File: config.mk
export PLATFORM = sky130hd
export DESIGN_NAME = adc_frame_pusher
export DESIGN_NICKNAME = d
export VERILOG_FILES = /design/src/rtl/adc_frame_pusher.sv
export SDC_FILE = /design/constraint.sdc
export NUM_CORES = 1
export LEC_CHECK = 0
export CELL_PAD_IN_SITES_DETAIL_PLACEMENT = 0
export CELL_PAD_IN_SITES_GLOBAL_PLACEMENT = 1
export CORE_ASPECT_RATIO = 0.5
export CORE_MARGIN = 1
export CORE_UTILIZATION = 48
export CTS_CLUSTER_DIAMETER = 40
export DETAILED_ROUTE_END_ITERATION = 7
export PLACE_DENSITY_LB_ADDON = 0.1
export RECOVER_POWER = 50
export SLEW_MARGIN = 15
export SYNTH_ARGS = -nofsm -noshare
export SYNTH_HDL_FRONTEND = slang
export SYNTH_SLANG_ARGS = --single-unit
File: constraint.sdc
create_clock -name clk_i -period 33.6 [get_ports clk_i]
set_input_delay 3.36 -clock clk_i [delete_from_list [all_inputs] [get_ports clk_i]]
set_output_delay 3.36 -clock clk_i [all_outputs]
set_load 0.005 [all_outputs]
File: src/rtl/adc_frame_pusher.sv
// adc_frame_pusher
// Captures a packed multi-channel ADC frame and pushes the channels that are
// enabled in that frame's mask, sign-extended to 32 bits, into a FIFO push
// port. A one-deep pending slot absorbs a frame that arrives while busy. A
// third overlapping frame is dropped and counted.
// Optional feature: define ADC_FRAME_HDR_EN to precede each frame with a
// header word {8'hA5, seq[7:0], 16'(mask)}.
//
// state | meaning
// IDLE  | no active frame, push_valid low
// HDR   | presenting the header word of the active frame (ADC_FRAME_HDR_EN only)
// DATA  | presenting the lowest remaining enabled channel of the active frame
module adc_frame_pusher #(
    parameter int NCH    = 8,
    parameter int DATA_W = 24
) (
    input  logic                  clk_i,
    input  logic                  rst_i,
    input  logic                  frame_valid_i,
    input  logic [NCH*DATA_W-1:0] frame_samples_packed_i,
    input  logic [NCH-1:0]        ch_mask_i,
    output logic                  push_valid_o,
    output logic [31:0]           push_data_o,
    input  logic                  push_ready_i,
    output logic                  busy_o,
    output logic                  pending_o,
    output logic                  frame_dropped_o,
    output logic [15:0]           drop_count_o,
    output logic [15:0]           frame_seq_o
);

    localparam int IDX_W = (NCH > 1) ? $clog2(NCH) : 1;

`ifdef ADC_FRAME_HDR_EN
    typedef enum logic [1:0] {
        ST_IDLE = 2'd0,
        ST_HDR  = 2'd1,
        ST_DATA = 2'd2
    } state_t;
`else
    typedef enum logic [1:0] {
        ST_IDLE = 2'd0,
        ST_DATA = 2'd2
    } state_t;
`endif

    state_t                  state_q, state_d;
    logic [NCH*DATA_W-1:0]   act_samples_q, act_samples_d;
    logic [NCH-1:0]          rem_q, rem_d;
`ifdef ADC_FRAME_HDR_EN
    logic [NCH-1:0]          act_mask_q, act_mask_d;
    logic [7:0]              act_seq_q, act_seq_d;
`endif
    logic [NCH*DATA_W-1:0]   pend_samples_q, pend_samples_d;
    logic [NCH-1:0]          pend_mask_q, pend_mask_d;
    logic                    pend_valid_q, pend_valid_d;
    logic [15:0]             frame_seq_q, frame_seq_d;
    logic [15:0]             drop_count_q, drop_count_d;
    logic                    frame_dropped_q, drop_d;

    logic [IDX_W-1:0]        sel_idx;
    logic [NCH-1:0]          rem_clr;
    logic signed [DATA_W-1:0] sel_sample;
    logic [31:0]             sel_word;
    logic                    xfer;
    logic                    frame_end;
    logic                    slot_free;
    logic                    load_en;
    logic [NCH*DATA_W-1:0]   src_samples;
    logic [NCH-1:0]          src_mask;

    // Lowest set bit of the remaining mask selects the channel on the bus.
    always_comb begin
        sel_idx = '0;
        for (int c = NCH - 1; c >= 0; c--) begin
            if (rem_q[c]) begin
                sel_idx = IDX_W'(c);
            end
        end
        rem_clr    = rem_q & ~(NCH'(1) << sel_idx);
        sel_sample = act_samples_q[int'(sel_idx)*DATA_W +: DATA_W];
        // Sized cast of a signed value sign-extends; DATA_W = 32 passes through.
        sel_word   = 32'(sel_sample);
    end

    // Output word mux; push_valid and busy are both "state is not IDLE".
    always_comb begin
        push_valid_o = (state_q != ST_IDLE);
        busy_o       = (state_q != ST_IDLE);
        push_data_o  = 32'h0;
        case (state_q)
            ST_DATA: push_data_o = sel_word;
`ifdef ADC_FRAME_HDR_EN
            ST_HDR:  push_data_o = {8'hA5, act_seq_q, 16'(act_mask_q)};
`endif
            default: push_data_o = 32'h0;
        endcase
    end

    assign xfer            = push_valid_o && push_ready_i;
    assign pending_o       = pend_valid_q;
    assign frame_dropped_o = frame_dropped_q;
    assign drop_count_o    = drop_count_q;
    assign frame_seq_o     = frame_seq_q;

    // Next-state: frame progress, active/pending slot management and drops.
    always_comb begin
        state_d        = state_q;
        act_samples_d  = act_samples_q;
        rem_d          = rem_q;
`ifdef ADC_FRAME_HDR_EN
        act_mask_d     = act_mask_q;
        act_seq_d      = act_seq_q;
`endif
        pend_samples_d = pend_samples_q;
        pend_mask_d    = pend_mask_q;
        pend_valid_d   = pend_valid_q;
        frame_seq_d    = frame_seq_q;
        drop_d         = 1'b0;
        frame_end      = 1'b0;
        load_en        = 1'b0;
        src_samples    = frame_samples_packed_i;
        src_mask       = ch_mask_i;

        case (state_q)
            ST_DATA: begin
                if (xfer) begin
                    rem_d     = rem_clr;
                    frame_end = (rem_clr == '0);
                end
            end
`ifdef ADC_FRAME_HDR_EN
            ST_HDR: begin
                if (xfer) begin
                    if (act_mask_q == '0) begin
                        frame_end = 1'b1;
                    end else begin
                        state_d = ST_DATA;
                    end
                end
            end
`endif
            default: ;
        endcase

        // The active slot is free in IDLE or on the final transfer of a frame;
        // pending always has priority so frames leave in arrival order.
        slot_free = (state_q == ST_IDLE) || frame_end;
        if (slot_free) begin
            if (pend_valid_q) begin
                load_en      = 1'b1;
                src_samples  = pend_samples_q;
                src_mask     = pend_mask_q;
                pend_valid_d = frame_valid_i;
                if (frame_valid_i) begin
                    pend_samples_d = frame_samples_packed_i;
                    pend_mask_d    = ch_mask_i;
                end
            end else if (frame_valid_i) begin
                load_en = 1'b1;
            end else begin
                state_d = ST_IDLE;
            end
        end else if (frame_valid_i) begin
            if (!pend_valid_q) begin
                pend_valid_d   = 1'b1;
                pend_samples_d = frame_samples_packed_i;
                pend_mask_d    = ch_mask_i;
            end else begin
                drop_d = 1'b1;
            end
        end

        if (load_en) begin
            act_samples_d = src_samples;
            rem_d         = src_mask;
            frame_seq_d   = frame_seq_q + 16'd1;
`ifdef ADC_FRAME_HDR_EN
            act_mask_d    = src_mask;
            act_seq_d     = frame_seq_q[7:0];
            state_d       = ST_HDR;
`else
            // A frame with nothing enabled produces no words at all.
            state_d       = (src_mask != '0) ? ST_DATA : ST_IDLE;
`endif
        end

        drop_count_d = drop_count_q;
        if (drop_d && (drop_count_q != 16'hFFFF)) begin
            drop_count_d = drop_count_q + 16'd1;
        end
    end

    // State and slot registers; reset clears everything, including pending.
    always_ff @(posedge clk_i or posedge rst_i) begin
        if (rst_i) begin
            state_q         <= ST_IDLE;
            act_samples_q   <= '0;
            rem_q           <= '0;
`ifdef ADC_FRAME_HDR_EN
            act_mask_q      <= '0;
            act_seq_q       <= '0;
`endif
            pend_samples_q  <= '0;
            pend_mask_q     <= '0;
            pend_valid_q    <= 1'b0;
            frame_seq_q     <= '0;
            drop_count_q    <= '0;
            frame_dropped_q <= 1'b0;
        end else begin
            state_q         <= state_d;
            act_samples_q   <= act_samples_d;
            rem_q           <= rem_d;
`ifdef ADC_FRAME_HDR_EN
            act_mask_q      <= act_mask_d;
            act_seq_q       <= act_seq_d;
`endif
            pend_samples_q  <= pend_samples_d;
            pend_mask_q     <= pend_mask_d;
            pend_valid_q    <= pend_valid_d;
            frame_seq_q     <= frame_seq_d;
            drop_count_q    <= drop_count_d;
            frame_dropped_q <= drop_d;
        end
    end

endmodule

==> metrics.cfg <==
[routing]
dr.pass1.iters=5
vias=14100
drtIter0Drc=1208
routed_via_density=5.402
wl_per_cell_um=20.85
drc=0
wl_um=54410
antenna_left=0

[synthesis]
syn_nets=2000
synth_edf_count=0
netlist_area_sq_mm=0.02093
synth.largest_area_cell=dfrtp_1
syn_inst=1794
synth_top_area_share_pct=52.02
synthArstFlopShare_pct=100.0
ys.flop_type=dfrtp_1
synth-seq-area-share_pct=52.02
yosys_warnings=0
synthTopCellsByArea=dfrtp_1, mux2_4, mux2i_1
ys_types=50
synth_area_per_cell_sq_um=11.66
yosys_register_bits=435

[cts]
clkLatencyLatePin_ns=0.56
clkSinkCount=435
cts_max_level=2
postCtsSetupBuffers=0
ctsHoldBuffers=0
cts_buffers=42
clk_pin_slew_ns=0.07
clockBufferDepth=3
cts_resized=0
cts_tree=built
root_buffer=clkbuf_16

[placement]
io_buffers=271
place_worst_setup_slack_ns=26.47
dp_cells=2532
gp_congestion=0.8069
placed_area_sq_mm=0.02387
dp_hpwl_um=37280

[hold_path]
min_from=frame_seq_o[15]
hold_path_end=frame_seq_o[15]
whs_path_depth=1
hold_class=reg2reg

[die]
dieArea_sq_mm=0.04449
die_h_um=149.6
num_io_pins=272
die_x_um=297.3
start_util_pct=49.23
core.rowCount=53
core_area_sq_mm=0.04251

[sta]
rsz0062_at_grt=no
fmax_ghz=0.07253
fin_skew_ns=0.02839
slew-limit-headroom_pct=-549.8
hold_ws_ns=0.4741
slew_violations=602
final.setup.tns_ns=0
fin_ws_ns=19.81
period_minus_slack_ns=13.79
worst_slew_pin_slew_ns=9.747
finalCritPeriodShare_pct=41.03
finalSetupViolCount=0
hold_viol_final=0

[layout]
antennaDiodeCount=0
design_area_sq_mm=0.02519
syn_to_final_growth_pct=20.38
layout-drive-gt1-share_pct=13.38
final_nets=2205
final-instance-count-excl-fill=2610
postLayoutCoreUtil_pct=59.26

[setup_path]
end_kind=flop
cp.arrival_ns=14.17
worstPathMaxFanout=275
cpMaxStageDelayCell=clkbuf_1
crit_buf_inv=3
reg2reg_from=pending_o
path_class=in2reg
max_stage_delay_ns=6.76
start_kind=input pin
cp_cell_sequence=dlygate4sd3_1 > nand2_1 > a21oi_1 > o211a_1 > o22ai_1 > clkbuf_1 > buf_4 > o21ai_0
path_delay_family=buffers and inverters
crit_required_ns=33.98
reg2reg_slack_ns=21.94
reg2reg_depth=4
rr_endpoint=act_samples_q[125]

[job]
cap_violations=7

[global_route]
grt_pass1_wl_um=84180
grt_pass1_vias=13990
antenna_found_initial=0
grt_max_degree=276
grt_overflow=0
track_usage_pct=24.69

[run_status]
status=finished with violations
failed_checks=capacitance limit, slew limit

[power_and_ir_drop]
ir_drop_v=0.00005608
power_density_mw_per_mm2=111.3
fin_total_pwr_mw=2.804
p_leak_nw=12.15

## layout make-up
| type | count | area (sq um) |
|---|---|---|
| Fill cell | 3643 | 17320 |
| Sequential cell | 435 | 10890 |
| Multi-Input combinational cell | 1181 | 9031 |
| Timing Repair Buffer | 289 | 2858 |
| Clock buffer | 57 | 1241 |
| Tap cell | 577 | 721.9 |
| Clock inverter | 21 | 265.3 |
| Inverter | 50 | 188.9 |
## worst max path at each step
stage	to	cells past startpoint	from	slack [ns]
CTS	push_data_o[25]	6	rem_q[0]	25.91
global route	act_samples_q[149]	8	push_ready_i	18.63
detailed placement	pend_samples_q[64]	5	rst_i	26.47
finish	act_samples_q[125]	8	push_ready_i	19.81
global placement	pend_samples_q[64]	5	rst_i	26.49
floorplan	act_samples_q[0]	1	rst_i	18.12
## layer usage
| metal | part of all wire, % | global-route usage, % | wire, um | vias to the layer above |
|---|---|---|---|---|
| met4 | 1.6 | 4.794 | 862 | 0 |
| met1 | 48 | 35.86 | 26070 | 7057 |
| met5 | 0 | 0 | 0 | - |
| met2 | 46 | 38.88 | 24940 | 302 |
| met3 | 4.7 | 4.515 | 2544 | 54 |
| li1 | - | - | - | 6687 |
## state kept, by name, summed over array words and instances (netlist names)
name and count:
act_samples_q 192, pend_samples_q 192, drop_count_o 16, frame_seq_o 16
pend_mask_q 8, rem_q 8, frame_dropped_o 1, pending_o 1
state_q 1
## synthesized netlist by cell type (2+ instances only)
master and n:
inv_1 50, nor3_2 2, o22ai_1 3, xor2_1 4
buf_6 22, o221ai_1 23, o21ai_0 201, nand2_1 306
mux2_4 200, buf_2 16, and4_1 2, nand3_1 9
mux2_2 2, a21oi_1 4, xnor2_1 26, mux2i_1 200
nor3_1 8, buf_4 9, and3_1 5, a311o_1 48
nand2b_1 3, maj3_1 2, nor2_1 61, nor4_1 4
clkbuf_1 80, nand4_1 15, a21o_1 23, a21boi_1 2
or2_2 3, ha_1 2, o211ai_1 6, dfrtp_1 435
## power by group
part	internal, mW	switching (mW)
combinational	0.673	0.676
clock	0.301	0.216
sequential	0.780	0.159
total	1.75	1.05
## logic make-up after synthesis
logic type               after synthesis  synth area share (%)
AO/OA/AOI/OAI                        322                 9.991
XOR/XNOR                              30                 1.256
adder cells (fa/ha/maj)                4                0.2152
buffers and inverters                178                 4.239
flip-flops                           435                 52.02
multiplexers                         402                 24.02
AND/OR/NAND/NOR                      423                 8.257
## worst reg2reg max path: cells and delay by family, from the launching register on
kind / cells / cell delay, ns
flops: 1 / 1.30
compound gates: 2 / 1.64
buf+inv: 2 / 8.57
## placed cells by master (no fill, tap or decap), types with 2 or more instances in the layout
cell             count
nand4_1             15
o22ai_1              3
inv_6                3
o221ai_1            23
mux2_4             172
and4_1               2
nor3_1               9
o21a_1               2
mux2_2               2
or2_2                3
a21oi_1              4
nand3_1              9
clkbuf_8             7
and3_1               5
dlygate4sd3_1       38
xor2_1               4
ha_1                 2
nor4_1               4
mux2i_1            200
nor2_1              60
o211ai_1             6
a21o_1              23
mux2_1              28
xnor2_1             26
clkinv_4             4
clkbuf_16           45
clkbuf_1             9
buf_12               2
inv_1               49
nand2b_1             3
clkdlybuf4s50_1    233
o21ai_0            201
maj3_1               2
a311o_1             48
bufinv_16            5
clkinv_2             7
dfrtp_1            435
nand2_1            306
buf_4               12
Note: power is estimated with default switching activity, not from simulation.
